`config.mk`:
```
export PLATFORM = sky130hd
export DESIGN_NAME = lc3_addr_seq
export DESIGN_NICKNAME = d
export VERILOG_FILES = /design/src/rtl/lc3_addr_seq.sv
export SDC_FILE = /design/constraint.sdc
export NUM_CORES = 1
export LEC_CHECK = 0
export CORE_AREA = 2 2 52 54
export CTS_CLUSTER_DIAMETER = 50
export DETAILED_ROUTE_END_ITERATION = 10
export DIE_AREA = 0 0 54 56
export PLACE_DENSITY = 0.86
export SYNTH_ARGS = -nofsm -noshare
export SYNTH_HDL_FRONTEND = slang
export SYNTH_SLANG_ARGS = --single-unit
export TNS_END_PERCENT = 50
```
`constraint.sdc`:
```
create_clock -name i_Clk -period 3.6 [get_ports i_Clk]
set_clock_uncertainty 0.1 [all_clocks]
set_input_delay 0.54 -clock i_Clk [delete_from_list [all_inputs] [get_ports i_Clk]]
set_output_delay 0.54 -clock i_Clk [all_outputs]
set_load 0.01 [all_outputs]
```
`src/rtl/lc3_addr_seq.sv`:
```
// lc3_addr_seq: LC-3 address-phase sequencer driving address muxes, gates, loads and memory strobes
module lc3_addr_seq #(
  parameter int MEM_TIMEOUT = 255
) (
  input  logic       i_Clk,
  input  logic       i_Reset,
  input  logic       i_Start,
  input  logic [3:0] i_Opcode,
  input  logic       i_IR_11,
  input  logic       i_BEN,
  input  logic       i_MemReady,
  output logic       o_Addr1MuxControl,
  output logic [1:0] o_Addr2MuxControl,
  output logic       o_GateMARMUX,
  output logic       o_GateMDR,
  output logic       o_GateSR,
  output logic       o_LD_MAR,
  output logic       o_LD_MDR,
  output logic       o_LD_PC,
  output logic       o_LD_REG,
  output logic       o_LD_R7,
  output logic       o_LD_CC,
  output logic       o_MIO_En,
  output logic       o_MemWE,
  output logic       o_Busy,
  output logic       o_Done,
  output logic       o_Fault
);
  typedef enum logic [2:0] {IDLE, CALC, MEM_RD, INDIR, ST_MDR, MEM_WR, WB, DONE} state_t;
  localparam logic [7:0] TIMEOUT = 8'(MEM_TIMEOUT);
  state_t     state_q, state_d;
  logic [3:0] op_q, op_d;
  logic       ir11_q, ir11_d, ind_q, ind_d, fault_q, fault_d;
  logic [7:0] cnt_q, cnt_d;
  logic       is_br, is_jmp, is_jsr, is_lea, is_pcrel, is_basereg, is_ind, is_rd, is_st, timeout;
  assign is_br      = op_q == 4'b0000;
  assign is_jmp     = op_q == 4'b1100;
  assign is_jsr     = op_q == 4'b0100;
  assign is_lea     = op_q == 4'b1110;
  assign is_pcrel   = op_q == 4'b0010 || op_q == 4'b0011 || op_q == 4'b1010 || op_q == 4'b1011;
  assign is_basereg = op_q == 4'b0110 || op_q == 4'b0111;
  assign is_ind     = op_q == 4'b1010 || op_q == 4'b1011;
  assign is_rd      = op_q == 4'b0010 || op_q == 4'b0110 || is_ind;
  assign is_st      = op_q == 4'b0011 || op_q == 4'b0111;
  assign timeout    = !i_MemReady && cnt_q == TIMEOUT;
  always_ff @(posedge i_Clk) begin
    if (i_Reset) begin
      state_q <= IDLE;
      op_q    <= '0;
      ir11_q  <= 1'b0;
      ind_q   <= 1'b0;
      fault_q <= 1'b0;
      cnt_q   <= '0;
    end else begin
      state_q <= state_d;
      op_q    <= op_d;
      ir11_q  <= ir11_d;
      ind_q   <= ind_d;
      fault_q <= fault_d;
      cnt_q   <= cnt_d;
    end
  end
  always_comb begin
    state_d = state_q;
    op_d    = op_q;
    ir11_d  = ir11_q;
    ind_d   = ind_q;
    fault_d = 1'b0;
    cnt_d   = cnt_q;
    case (state_q)
      IDLE: begin
        op_d    = i_Start ? i_Opcode : op_q;
        ir11_d  = i_Start ? i_IR_11 : ir11_q;
        state_d = i_Start ? CALC : IDLE;
      end
      CALC: begin
        ind_d   = is_ind;
        cnt_d   = '0;
        state_d = is_rd ? MEM_RD : is_st ? ST_MDR : DONE;
      end
      MEM_RD: begin
        state_d = i_MemReady ? (ind_q ? INDIR : WB) : timeout ? DONE : MEM_RD;
        fault_d = timeout;
        cnt_d   = i_MemReady || timeout ? cnt_q : cnt_q + 8'd1;
      end
      INDIR: begin
        ind_d   = 1'b0;
        cnt_d   = '0;
        state_d = op_q == 4'b1010 ? MEM_RD : ST_MDR;
      end
      ST_MDR: begin
        cnt_d   = '0;
        state_d = MEM_WR;
      end
      MEM_WR: begin
        state_d = i_MemReady || timeout ? DONE : MEM_WR;
        fault_d = timeout;
        cnt_d   = i_MemReady || timeout ? cnt_q : cnt_q + 8'd1;
      end
      WB:      state_d = DONE;
      DONE:    state_d = IDLE;
      default: state_d = IDLE;
    endcase
  end
  // Outputs are forced low while reset is asserted, not just after it takes effect.
  always_comb begin
    o_Addr1MuxControl = 1'b0;
    o_Addr2MuxControl = 2'b00;
    o_GateMARMUX      = 1'b0;
    o_GateMDR         = 1'b0;
    o_GateSR          = 1'b0;
    o_LD_MAR          = 1'b0;
    o_LD_MDR          = 1'b0;
    o_LD_PC           = 1'b0;
    o_LD_REG          = 1'b0;
    o_LD_R7           = 1'b0;
    o_LD_CC           = 1'b0;
    o_MIO_En          = 1'b0;
    o_MemWE           = 1'b0;
    o_Busy            = 1'b0;
    o_Done            = 1'b0;
    o_Fault           = 1'b0;
    if (!i_Reset) begin
      o_Busy = state_q != IDLE;
      case (state_q)
        CALC: begin
          o_Addr1MuxControl = is_jmp || is_basereg || (is_jsr && !ir11_q);
          o_Addr2MuxControl = is_br || is_lea || is_pcrel ? 2'b10 :
                              is_basereg ? 2'b01 : is_jsr && ir11_q ? 2'b11 : 2'b00;
          o_GateMARMUX      = is_lea || is_pcrel || is_basereg;
          o_LD_MAR          = is_pcrel || is_basereg;
          o_LD_PC           = is_jmp || is_jsr || (is_br && i_BEN);
          o_LD_R7           = is_jsr;
          o_LD_REG          = is_lea;
          o_LD_CC           = is_lea;
        end
        MEM_RD: begin
          o_MIO_En = 1'b1;
          o_LD_MDR = 1'b1;
        end
        INDIR: begin
          o_GateMDR = 1'b1;
          o_LD_MAR  = 1'b1;
        end
        ST_MDR: begin
          o_GateSR = 1'b1;
          o_LD_MDR = 1'b1;
        end
        MEM_WR: begin
          o_MIO_En = 1'b1;
          o_MemWE  = 1'b1;
        end
        WB: begin
          o_GateMDR = 1'b1;
          o_LD_REG  = 1'b1;
          o_LD_CC   = 1'b1;
        end
        DONE: begin
          o_Done  = 1'b1;
          o_Fault = fault_q;
        end
        default: ;
      endcase
    end
  end
endmodule

```
==> summary.md <==
| Metric | Value |
|---|---|
| Worst-path clk slew | `0.10 ns` |
| Met3 usage in global routing | `0.0457` |
| CTS tree | `yes` |
| GR Util met2 | `0.352` |
| IR Drop Worst-Case VDD | `235 uV` |
| Final net count | `roughly 200` |
| Result of the run | `complete, no violations` |
| Routed vias | `about 1.3k` |
| First-pass iteration count of the detailed router | `4` |
| Endpoint arrival time on the critical path | `about 2.4 ns` |
| Setup violations, final | `0` |
| Minimum clock period | `3.08 ns` |
| Die height | `56 um` |
| Number of buffer cells added on primary ports | `26` |
| Final Routed Wirelength | `approximately 3000 um` |
| Antenna Diode Count | `0` |
| Tightest slew margin relative to the limit | `0.565` |
| Number of global-route vias before repair | `1157` |
| Post-detailed-route via-to-cell ratio | `5.95` |
| Hold Slack | `roughly 0.42 ns` |
| Setup repair after global routing missed its margin | `no` |
| Power density cells | `around 330 nW/um^2` |
| Category of cells accounting for the largest share of critical-path delay | `buffers and inverters` |
| CP dominant cell by count | `sky130_fd_sc_hd__nand2_1` |
| Boundary Pins | `27` |
| # Max-Cap Violations | `0` |
| Setup TNS | `0 ns` |
| Most Used Layer, Global Route | `met2` |
| Largest area contributor in the netlist | `sky130_fd_sc_hd__dfxtp_1` |
| GR Layer Usage met1 | `0.248` |
| Weighted congestion at the end of routability-driven global placement | `0.860` |
| Final worst-path cycle share | `0.856` |
| Residual antenna-violating net count after detailed routing | `0` |
| Inserted Clock Buffers | `3` |
| Post-cts sizing count | `0` |
| Number of design-rule violations left by the first detailed-router iteration | `39` |
| Clock root buffer | `sky130_fd_sc_hd__clkbuf_4` |
| Pin count of the biggest net entering global routing | `24` |
| Most frequent cells in the layout | `26 x sky130_fd_sc_hd__clkdlybuf4s50_1, 19 x sky130_fd_sc_hd__nor2_1, 18 x sky130_fd_sc_hd__dfxtp_1, 17 x sky130_fd_sc_hd__nand2_1, 15 x sky130_fd_sc_hd__a21oi_1` |
| Post-synth cell types | `between 40 and 50` |
| Hold/Removal Path Class | `reg -> reg` |
| Area overhead of the layout relative to synthesis | `20.5%` |
| Post-Synthesis Net Count | `around 180` |
| Final HPWL DP | `between 2000 and 2500 um` |
| Clock Path Buffers | `2` |
| Number of design rule violations left after detail routing | `0` |
| Clock Sinks | `18` |
| CP startpoint kind | `flop` |
| Dominant register cell in the synthesized netlist | `sky130_fd_sc_hd__dfxtp_1` |
| Number of enable-type register cells in the synthesized netlist | `0` |
| Area occupied by multi-input gates | `812 sq um` |
| GRT Overall Usage | `0.207` |
| Fmax | `325 MHz` |
| Max Fanout on Critical Path | `17` |
| Post-synthesis sequential area ratio | `0.281` |
| Register bit total from synthesis | `18` |
| Area fraction of the dominant cell type after synthesis | `0.281` |
| Die area | `3020 sq um` |
| Cell breakdown of the critical path | `inv_1, nand2_1, nor3_1, nand2_1, nor4_1, clkdlybuf4s50_1` |
| Number of buffers inserted for hold repair after clock tree synthesis | `0` |
| GR Overflow Total | `0` |
| Count of mapped cells out of synthesis | `170` |
| Wire length per cell after detailed routing | `13.6 um` |
| Slew of the pin with the lowest slew margin | `0.651 ns` |
| Warnings, synthesis | `0` |
| Worst-Skew Late Latency | `0.30 ns` |
| Core region area | `2430 sq um` |
| Post-Synthesis Cell Area | `1280 sq um` |
| Area occupied by registers | `360 sq um` |
| Tot Pwr | `0.000510 W` |
| Cell types occupying the most area after synthesis | `sky130_fd_sc_hd__dfxtp_1 28%, sky130_fd_sc_hd__a21oi_1 5.9%, sky130_fd_sc_hd__nor2_1 5.6%` |
| CP Buf/Inv Count | `2` |
| Initial antenna violation count | `0` |
| Leak pwr | `roughly 0.54 nW` |
| Total number of H-tree levels | `1` |
| Fill cells | `206` |
| Most common cell after layout, fill and taps aside | `sky130_fd_sc_hd__clkdlybuf4s50_1` |
| Setup repair bufs after CTS | `0` |
| Worst Path Class, Setup | `reg -> out` |
| Final slew viol count | `0` |
| Critical Path RT | `2.96 ns` |
| Avg Synthesized Cell Area | `around 7.5 sq um` |
| Capturing element type of the critical path | `primary output` |
| CP max-delay cell | `sky130_fd_sc_hd__clkdlybuf4s50_1` |
| Fraction of final layout cells sized beyond drive strength 1 | `0.0914` |
| Starting density of the core | `0.527` |
| Count of endpoints failing hold in the final timing report | `0` |
| Overall die width | `54 um` |
| Async set-or-reset flop fraction in the synthesized netlist | `0` |
| Largest stage delay on the critical path | `0.59 ns` |
| Global-route wire length before repair | `4810 um` |
| Number of rows created at floorplan | `18` |
## worst register-to-register path: stages (launching register included)
cell and delay (ns):
sky130_fd_sc_hd__dfxtp_1 0.73, sky130_fd_sc_hd__and2b_2 0.29, sky130_fd_sc_hd__o211ai_2 0.13, sky130_fd_sc_hd__o22ai_1 0.35, sky130_fd_sc_hd__a21oi_1 0.12, sky130_fd_sc_hd__a31o_2 0.22
## cells in the mapped netlist (all sizes together), types with 2 or more instances
| master | number |
|---|---|
| dfxtp | 18 |
| nand2 | 17 |
| o21ai | 5 |
| nor4 | 5 |
| clkbuf | 6 |
| inv | 6 |
| nor2 | 20 |
| xnor2 | 3 |
| a31oi | 2 |
| nor3 | 10 |
| buf | 10 |
| nor2b | 3 |
| mux2i | 5 |
| and2b | 2 |
| o211ai | 3 |
| o22ai | 2 |
| a21boi | 2 |
| nand4 | 7 |
| nand2b | 6 |
| and2 | 3 |
| a21oi | 16 |
| a31o | 3 |
| a211o | 2 |
## sequential cells by signal, summed over array words and instances, names as in the netlist
register	count
cnt_q	8
fault_q	1
ind_q	1
ir11_q	1
op_q	4
state_q	3
## kinds of logic after synthesis
family / share of synthesized area
AO/OA/AOI/OAI: 0.240
XOR/XNOR: 0.0205
adder cells (fa/ha/maj): 0.00976
buffers and inverters: 0.0850
flip-flops: 0.281
multiplexers: 0.0391
AND/OR/NAND/NOR: 0.324
## layer usage
layer / vias to the layer above / part of all wire
li1: 642 / -
met1: 604 / 0.44
met2: 36 / 0.51
met3: 4 / 0.049
met4: 0 / 0.0092
met5: - / 0
## stage by stage
stage	utilization	worst slack, ns	std cells	area [sq um]
6_report	0.635	0.520	216	1540
5_1_grt	0.635	0.350	216	1540
4_1_cts	0.635	0.536	216	1540
3_5_place_dp	0.620	0.707	212	1510
3_3_place_gp	0.620	0.756	212	1510
2_1_floorplan	-	1.47	170	1280
## cell type report
type / count / area share
multi-input combinational: 130 / 0.526
clock buffer: 4 / 0.0235
sequential: 18 / 0.233
tap: 30 / 0.0243
inverter: 6 / 0.0146
timing repair buffer: 28 / 0.178
## report_power, final
group / switching (W) / internal, W / total (W)
Sequential: 0.0000247 / 0.000210 / 0.000234
Combinational: 0.0000808 / 0.0000673 / 0.000148
Clock: 0.0000659 / 0.0000617 / 0.000128
## final timing paths
check | slack (ns) | cells past startpoint | to | startpoint
max reg2reg | 1.58 | 5 | cnt_q[6]$_SDFFE_PP0P_ | state_q[2]$_SDFF_PP0_
min reg2reg | 0.42 | 2 | cnt_q[5]$_SDFFE_PP0P_ | cnt_q[5]$_SDFFE_PP0P_
max | 0.52 | 6 | o_LD_R7 | state_q[2]$_SDFF_PP0_
min | 0.42 | 2 | cnt_q[5]$_SDFFE_PP0P_ | cnt_q[5]$_SDFFE_PP0P_
Note: power is estimated with default switching activity, not from simulation.
